### config.mk
export PLATFORM = sky130hd
export DESIGN_NAME = mem_arbiter
export DESIGN_NICKNAME = d
export VERILOG_FILES = /design/src/rtl/mem_arbiter.sv
export SDC_FILE = /design/constraint.sdc
export NUM_CORES = 1
export LEC_CHECK = 0
export ABC_AREA = 1
export ABC_CLOCK_PERIOD_IN_PS = 6600
export CAP_MARGIN = 25
export CORE_UTILIZATION = 45
export DETAILED_ROUTE_END_ITERATION = 6
export PLACE_DENSITY = 0.84
export SLEW_MARGIN = 30
export SYNTH_ARGS = -nofsm -noshare
export SYNTH_HDL_FRONTEND = slang
export SYNTH_SLANG_ARGS = --single-unit
### constraint.sdc
create_clock -name clk -period 6.6 [get_ports clk]
set_input_delay 0.66 -clock clk [delete_from_list [all_inputs] [get_ports clk]]
set_output_delay 0.66 -clock clk [all_outputs]
set_load 0.02 [all_outputs]
### src/rtl/mem_arbiter.sv
// mem_arbiter: serialises IF and MEM accesses onto one fixed-latency single-port memory and drives pipeline freeze controls.
// Optional starvation guard enabled by defining MEMARB_STARVE_GUARD_EN.
module mem_arbiter #(
   parameter int LAT        = 2,
   parameter int STARVE_MAX = 4
) (
   input  logic        clk,
   input  logic        rst,
   input  logic        if_req,
   input  logic [31:0] if_addr,
   output logic [31:0] if_rdata,
   output logic        if_ready,
   input  logic        mem_req,
   input  logic        mem_we,
   input  logic [31:0] mem_addr,
   input  logic [31:0] mem_wdata,
   output logic [31:0] mem_rdata,
   output logic        mem_ready,
   output logic        ram_en,
   output logic        ram_we,
   output logic [31:0] ram_addr,
   output logic [31:0] ram_wdata,
   input  logic [31:0] ram_rdata,
   output logic        pc_hold,
   output logic        if_id_irwr,
   output logic        id_ex_irwr,
   output logic        ex_mem_irwr,
   output logic        mem_wb_irwr
);
   typedef enum logic [1:0] {IDLE, ISSUE, WAIT, RESP} state_t;
   state_t      state_q, state_d;
   logic [3:0]  cnt_q, cnt_d;
   logic        owner_q, owner_d;
   logic        ram_we_q, ram_we_d;
   logic [31:0] ram_addr_q, ram_addr_d;
   logic [31:0] ram_wdata_q, ram_wdata_d;
   logic [31:0] if_rdata_q, if_rdata_d;
   logic [31:0] mem_rdata_q, mem_rdata_d;
   logic        grant_mem;
   logic        mem_stall, if_stall;

   if (LAT < 1 || LAT > 15 || STARVE_MAX < 1 || STARVE_MAX > 15) begin : g_bad_param
      $error("mem_arbiter: LAT and STARVE_MAX must lie in 1..15");
   end

`ifdef MEMARB_STARVE_GUARD_EN
   logic [3:0] starve_q, starve_d;
   // IF is forced through once MEM has beaten it STARVE_MAX times in a row
   assign grant_mem = mem_req && !(if_req && starve_q == 4'(STARVE_MAX));
   always_comb
      starve_d = (state_q != IDLE) ? starve_q :
                 (grant_mem && if_req) ? starve_q + 4'd1 :
                 if_req ? 4'd0 : starve_q;
   always_ff @(posedge clk or posedge rst)
      if (rst) starve_q <= '0;
      else     starve_q <= starve_d;
`else
   assign grant_mem = mem_req;
`endif

   always_comb begin
      state_d     = state_q;
      cnt_d       = cnt_q;
      owner_d     = owner_q;
      ram_we_d    = ram_we_q;
      ram_addr_d  = ram_addr_q;
      ram_wdata_d = ram_wdata_q;
      if_rdata_d  = if_rdata_q;
      mem_rdata_d = mem_rdata_q;
      case (state_q)
         IDLE: if (mem_req || if_req) begin
            state_d     = ISSUE;
            owner_d     = grant_mem;
            ram_addr_d  = grant_mem ? mem_addr : if_addr;
            ram_we_d    = grant_mem && mem_we;
            ram_wdata_d = grant_mem ? mem_wdata : ram_wdata_q;
         end
         ISSUE: begin
            cnt_d   = 4'(LAT - 1);
            state_d = WAIT;
         end
         WAIT: if (cnt_q == 4'd0) begin
            state_d     = RESP;
            if_rdata_d  = owner_q ? if_rdata_q : ram_rdata;
            mem_rdata_d = !owner_q ? mem_rdata_q : ram_we_q ? 32'd0 : ram_rdata;
         end else
            cnt_d = cnt_q - 4'd1;
         default: state_d = IDLE;
      endcase
   end

   always_ff @(posedge clk or posedge rst)
      if (rst) begin
         state_q     <= IDLE;
         cnt_q       <= '0;
         owner_q     <= 1'b0;
         ram_we_q    <= 1'b0;
         ram_addr_q  <= '0;
         ram_wdata_q <= '0;
         if_rdata_q  <= '0;
         mem_rdata_q <= '0;
      end else begin
         state_q     <= state_d;
         cnt_q       <= cnt_d;
         owner_q     <= owner_d;
         ram_we_q    <= ram_we_d;
         ram_addr_q  <= ram_addr_d;
         ram_wdata_q <= ram_wdata_d;
         if_rdata_q  <= if_rdata_d;
         mem_rdata_q <= mem_rdata_d;
      end

   assign ram_en    = state_q == ISSUE;
   assign ram_we    = ram_we_q;
   assign ram_addr  = ram_addr_q;
   assign ram_wdata = ram_wdata_q;
   assign if_rdata  = if_rdata_q;
   assign mem_rdata = mem_rdata_q;
   assign if_ready  = state_q == RESP && !owner_q;
   assign mem_ready = state_q == RESP && owner_q;

   // a MEM stall freezes the whole pipe; an IF stall only bubbles IF/ID
   always_comb begin
      mem_stall   = mem_req && !mem_ready;
      if_stall    = if_req && !if_ready;
      pc_hold     = rst || mem_stall || if_stall;
      if_id_irwr  = !pc_hold;
      id_ex_irwr  = !(rst || mem_stall);
      ex_mem_irwr = !(rst || mem_stall);
      mem_wb_irwr = !(rst || mem_stall);
   end
endmodule

# After elaboration in Yosys (flattened, before gate mapping)
# Cells that the tools add are included.
[op_classes] bitwise=1 n_reduce_logical=22 n_addsub=1 eq_ne=6 mux=7
[ops] cell="two-way mux 32 bit" n=2
[ops] cell="AND reduction 3 bit" n=3
[ops] cell="case mux 4 bit (2 select lines)" n=1
[ops] cell="inequality test 2 bit (second input constant)" n=3
[ops] cell="case mux 2 bit (3 select lines)" n=1
[ops] cell="AND reduction 2 bit" n=3
[ops] cell="logical AND 1 bit" n=5
[ops] cell="zero test 1 bit" n=5
[ops] cell="equality test 2 bit (second input constant)" n=2
[ops] cell="zero test 4 bit" n=1
[ops] cell="two-way mux 2 bit" n=2
[ops] cell="two-way mux 4 bit" n=1
[ops] cell="subtractor 4 x 1 -> 4 bit (second input constant)" n=1
[ops] cell="logical OR 1 bit" n=3
[ops] cell="equality test 2 x 1 -> 1 bit (second input constant)" n=1
[ops] cell="zero test 2 bit" n=1
[ops] cell="nonzero test 2 bit" n=1
[ops] cell="inverter 1 bit" n=1
[totals] reg_bits=136 elab_cells=45

# Logic depth before layout (Yosys ltp)
# Gate-level depths: netlist (run 1).
[depth] ltp_word=7 depth_mapped=8 ltp_nobuf=7

# Least setup slack after synthesis (run 1)
# OpenSTA, ideal clock, no wires.
[synth_timing] path_type="input -> output" start="input rst" end="output if_id_irwr" stages=5 arrival_ns=4.492 required_time_ns=5.940 path_slack_ns=1.448 n_path_buf=0 path_cell_list="inv_1 > nand2_1 > inv_1 > o21ai_0 > inv_1"
[synth_between] elab_chain_cells=3
[synth_rtl] element="from (decl)" line="8" rtl="input logic rst,"
[synth_rtl] element="logical OR 1 bit (2 in series)" line="126" rtl="pc_hold = rst || mem_stall || if_stall;"
[synth_rtl] element="via pc_hold" line="24" rtl="output logic pc_hold,"
[synth_rtl] element="zero test 1 bit" line="127" rtl="if_id_irwr = !pc_hold;"
[synth_rtl] element="to (decl)" line="25" rtl="output logic if_id_irwr,"
# The timed path passes the listed nets, and every way through them passes these cells.

# Worst setup path after layout (run 1)
[layout_timing] start="input rst" end="output if_id_irwr"
[layout_between] elab_chain_cells=3
[layout_rtl] element="logical OR 1 bit (2 in series)" line="126"
[layout_rtl] element="zero test 1 bit" line="127"
# Every way passes these cells.

==> results.cfg, run 1 <==
[floorplan]
core_sq_mm = 0.0129
dieArea_sq_mm = 0.0139
fp-row-count = 41
die_w_microns = 118
start_util = 0.470
io_pins = 270
die_h_microns = 118

[worst_hold_path]
worst_hold_path.endpoint = if_rdata[6]$_DFFE_PP0P_
hold_class = reg2reg
holdPathStages = 2
hold_start = if_rdata[6]$_DFFE_PP0P_

[critical_path]
r2r-start = state_q[0]$_DFFE_PP0P_
slowest_delay_ps = 600
crit_slowest_cell = clkdlybuf4s50_1
cp_data_arrival_time_ps = 2530
end_kind = output pin
cp_top_family = buffers and inverters
path_buf_inv = 5
reg2reg_depth = 4
cp_cell_sequence = clkdlybuf4s50_1, inv_6, nand2_1, inv_1, o21ai_0, inv_1, clkdlybuf4s50_1
cp.required_ps = 5940
r2r_end = ram_wdata[11]$_DFFE_PP0P_
worstSetupPathType = in2out
rrSetupSlack_ps = 4720
path_depth = 7
crit_fanout = 57
startpoint_type = input port

[yosys]
syn_area_per_cell_sq_um = 9.20
synth-edff-count = 0
syn_inst = 657
ys_seq_area_frac = 0.563
ys.flop_type = dfrtp_1
yosysMostFrequentCell = nand2_1
synth.area.top_cells = dfrtp_1, nand2_1, mux2_2
synthesis.area_sq_mm = 0.00605
synth_nets = 796
yosysWarnings = 0
async_flop_share = 1.00
synthTopCellsByCount = nand2_1, dfrtp_1, inv_1
ys_ff_latch = 136
synth_top_area_share = 0.563
ys_types = 22
synth_top_area_cell = dfrtp_1

[sta]
fmax_mhz = 314
final_max_slew_viol_count = 0
finalSetupTns_ps = 0
post-route-period-util = 0.483
setup_viol = 0
max-slew-margin-rel = 0.485
setup_slack_ps = 3410
max_slew.worst_pin.slew_ps = 770
finClkSkew_ps = 5.30
final.min_clock_period_ps = 3190
rsz0062_at_grt = false
hold_viol = 0

[finish]
area_delta_synth_final_pct = 55.9
layout-drive-gt1-share = 0.0983
final_net_count = 1054
diodes = 0
final_area_sq_mm = 0.00943
fill_cells = 917

[status]
outcome = finished, final reports clean

[cts]
clockBufferDepth = 2
cts.repair.resized = 0
htreeDepth = 4
clockRootBuffer = clkbuf_16
cts.sink_count = 136
path_clk_slew_ps = 50
clk_latency_ps = 410
cts_tree = built
holdBufCountCts = 0
post_cts_buffers = 0
numCtsBuffers = 17

[pwr]
p_leak_nw = 4.49
power_density_mw_per_mm2 = 512
ir_drop_uv = 238

[grt]
antenna_found_initial = 0
overflow = 0
grt_pass1_vias = 5160
track_usage = 0.244
grt_pass1_wl_microns = 26300
grt_max_degree = 82

[placed_design]
pre_cts_ws_ps = 3350
gp_congestion = 0.825
portBuffers = 269
dpl-instance-area_sq_mm = 0.00873
hpwl_microns = 11700

[drt]
wire_per_inst_microns = 14.7
drc_errors = 0
drt_first_iter_violations = 334
wl_microns = 16200
via_count = 5258
firstDrtPassIters = 4
ant_nets = 0
via_per_inst = 4.79

[flow_run]
max-cap-violations = 0
-- flip-flops by register name (all words and copies together) (netlist names) --
| signal | cells |
|---|---|
| ram_wdata | 32 |
| state_q | 2 |
| ram_we | 1 |
| owner_q | 1 |
| ram_addr | 32 |
| mem_rdata | 32 |
| cnt_q | 4 |
| if_rdata | 32 |
-- worst max path at each step --
stage / startpoint / end / slack, ps
floorplan: rst / if_id_irwr / 1450
global placement: rst / if_id_irwr / 3400
detailed placement: rst / if_id_irwr / 3350
CTS: rst / if_id_irwr / 3350
global route: rst / if_id_irwr / 3220
finish: rst / if_id_irwr / 3410
-- report_power, final --
part	total (W)	internal, W	switching, W	leakage (nW)
clock	0.00106	0.000725	0.000337	0.320
combinational	0.00229	0.00107	0.00122	2.52
sequential	0.00148	0.00125	0.000232	1.66
-- worst min-delay path: stages (launching register included) --
cell,delay (ps)
dfrtp_1,340
nand2_1,60
o21ai_2,50
-- per-layer routing --
metal	global-route usage	up-vias	part of all wire
li1	-	2558	-
met5	0	-	0
met2	0.401	207	0.49
met4	0.0986	0	0.024
met3	0.0756	27	0.072
met1	0.296	2466	0.41
-- final cells by class --
type	instances	area, sq um	area share
sequential	136	3400	0.361
timing repair buffer	274	2760	0.293
multi-input combinational	404	2080	0.220
clock buffer	22	464	0.0492
inverter	82	315	0.0334
tap	172	215	0.0228
clock inverter	8	194	0.0206
-- through the flow --
stage	power (W)	cells	utilization	hold slack [ps]
2_1_floorplan	0.00271	657	-	459
3_3_place_gp	0.00372	1066	0.678	463
3_5_place_dp	0.00377	1066	0.678	467
4_1_cts	0.00486	1096	0.729	481
5_1_grt	0.00510	1098	0.732	505
6_report	0.00483	1098	0.732	480
-- layout by cell type, fill, tap and decap left out, types with 2 or more instances in the layout --
cell | synthesis | layout
nand2_1 | 246 | 246
clkbuf_16 | 0 | 17
ha_1 | 6 | 6
a21oi_1 | 2 | 2
bufinv_16 | 0 | 6
buf_4 | 12 | 2
mux2_2 | 32 | 32
o21ai_1 | 50 | 50
buf_12 | 0 | 2
dfrtp_1 | 136 | 136
nor2_1 | 4 | 4
o21ai_2 | 18 | 18
clkdlybuf4s50_1 | 0 | 269
clkbuf_1 | 8 | 3
clkbuf_8 | 0 | 2
nand3_1 | 7 | 7
inv_1 | 81 | 79
nand4_4 | 2 | 2
o21ai_0 | 32 | 32
-- cells by family after synthesis --
| group | after synthesis | share of synthesized area |
|---|---|---|
| and+or+nand+nor | 263 | 0.173 |
| adders and majority gates | 6 | 0.0124 |
| muxes | 32 | 0.0596 |
| AOI/OAI and AO/OA | 103 | 0.0983 |
| DFF | 136 | 0.563 |
| buffers and inverters | 117 | 0.0939 |
No activity file was read; power rests on OpenSTA's default activity.
==> run 2, diff against run 1 <==
--- a/config.mk
+++ b/config.mk
@@ -6,11 +6,11 @@
 export NUM_CORES = 1
 export LEC_CHECK = 0
 export ABC_AREA = 1
-export ABC_CLOCK_PERIOD_IN_PS = 6600
+export ABC_CLOCK_PERIOD_IN_PS = 3200
 export CAP_MARGIN = 25
-export CORE_UTILIZATION = 45
+export CORE_UTILIZATION = 42
 export DETAILED_ROUTE_END_ITERATION = 6
-export PLACE_DENSITY = 0.84
+export PLACE_DENSITY = 0.8
 export SLEW_MARGIN = 30
 export SYNTH_ARGS = -nofsm -noshare
 export SYNTH_HDL_FRONTEND = slang
==> constraint.sdc (replaced) <==
create_clock -name clk -period 3.2 [get_ports clk]
set_input_delay 0.32 -clock clk [delete_from_list [all_inputs] [get_ports clk]]
set_output_delay 0.32 -clock clk [all_outputs]
set_load 0.02 [all_outputs]
==> results.cfg, run 2 (synthesized netlist as in run 1, its figures left out) <==
[sta]
max-slew-margin-rel = 0.446
hold_viol = 0
finalSetupTns_ps = 0
fmax_mhz = 413
post-route-period-util = 0.756
finClkSkew_ps = 5.59
max_slew.worst_pin.slew_ps = 831
rsz0062_at_grt = false
final.min_clock_period_ps = 2420
final_max_slew_viol_count = 0
setup_viol = 0

[critical_path]
cp_common_cell = nand2_1
startpoint_type = flip-flop
path_buf_inv = 2
cp_data_arrival_time_ps = 2100
worstSetupPathType = reg2out
crit_fanout = 4
crit_slowest_cell = clkdlybuf4s50_1
end_kind = output pin
cp_top_family = buffers and inverters
cp_cell_sequence = ha_1, nand2_1, nand2_1, nand2_1, inv_2, o21ai_4, clkdlybuf4s50_1
cp.required_ps = 2880
slowest_delay_ps = 620

[grt]
grt_max_degree = 71
track_usage = 0.227
grt_pass1_wl_microns = 25500
grt_pass1_vias = 5011
overflow = 0
antenna_found_initial = 0

[worst_hold_path]
hold_class = in2async

[finish]
area_delta_synth_final_pct = 54.7
final_net_count = 1057
final_area_sq_mm = 0.00936
layout-drive-gt1-share = 0.106
final_common_cell = clkdlybuf4s50_1
finalNonFillerCells = 1110
diodes = 0
postLayoutCoreUtil = 0.669
layout_common_cells = clkdlybuf4s50_1, nand2_1, dfrtp_1

[placed_design]
gp_congestion = 0.793
portBuffers = 269
place_inst = 1077
hpwl_microns = 11900
dpl-instance-area_sq_mm = 0.00877

[cts]
cts_tree = built
clockBufferDepth = 2
clockRootBuffer = clkbuf_16
cts.repair.resized = 0
holdBufCountCts = 0
post_cts_buffers = 0
htreeDepth = 4
cts.sink_count = 136
path_clk_slew_ps = 50
clk_latency_ps = 420
numCtsBuffers = 17

[flow_run]
max-cap-violations = 0

[drt]
firstDrtPassIters = 4
wl_microns = 16400
ant_nets = 0
via_count = 5165
via_per_inst = 4.65
drc_errors = 0
drt_first_iter_violations = 241
wire_per_inst_microns = 14.8

[floorplan]
core_sq_mm = 0.0140
die_w_microns = 122
die_h_microns = 122
fp-row-count = 43
io_pins = 270
dieArea_sq_mm = 0.0149
start_util = 0.432

[status]
outcome = finished, final reports clean

[pwr]
p_leak_nw = 4.45
total_power_w = 0.00958
ir_drop_uv = 431
power_density_mw_per_mm2 = 1020
-- run 2: cell count changes in the layout (fill, tap and decap cells not counted), sizes merged --
cell	delta
buf	+3
clkinvlp	+4
clkbuf	-3
bufinv	-5
clkinv	+5
-- run 2: metal layers --
layer / vias up / global-route usage / routed length, microns
met4: 0 / 0.103 / 422
met2: 211 / 0.379 / 8050
li1: 2561 / - / -
met5: - / 0 / 0
met3: 31 / 0.0735 / 1370
met1: 2362 / 0.266 / 6570
-- run 2: metrics by stage --
stage	hold slack, ps	worst slack, ps
after floorplan	450	19.6
after global placement	464	1020
after detailed placement	467	979
after CTS	457	731
after global routing	479	672
final	473	782
-- run 2: worst reg2reg max path, delay by kind of cell (launching register included) --
kind	cells	cell delay (ps)
AO/OA/AOI/OAI	1	70
adder cells (fa/ha/maj)	1	360
buffers and inverters	2	410
flip-flops	1	400
AND/OR/NAND/NOR	2	510
-- run 2: where the power goes --
part	internal, W	switching (W)	total, W
registers	0.00258	0.000478	0.00305
logic	0.00222	0.00250	0.00472
clock network	0.00108	0.000728	0.00181
-- run 2: final timing paths --
path	startpoint	to	slack, ps	cells after the start
worst max-delay path	state_q[0]$_DFFE_PP0P_	pc_hold	780	7
worst min-delay path	rst	cnt_q[3]$_DFFE_PP0P_	470	3
worst max register to register	state_q[0]$_DFFE_PP0P_	mem_rdata[30]$_DFFE_PP0P_	1340	6
worst min register to register	if_rdata[5]$_DFFE_PP0P_	if_rdata[5]$_DFFE_PP0P_	480	2
max in group asynchronous	rst	if_rdata[17]$_DFFE_PP0P_	2090	3
min in group clk	ram_rdata[23]	if_rdata[23]$_DFFE_PP0P_	480	3
-- run 2: layout make-up --
| cell class | instances | area (sq um) |
|---|---|---|
| well taps | 180 | 225 |
| clock buffers | 19 | 443 |
| repair buffers | 277 | 2780 |
| multi-input cells | 404 | 2090 |
| inverters | 82 | 314 |
| fillers | 1099 | 4630 |
| clock inverters | 12 | 104 |
| flip-flops and latches | 136 | 3400 |
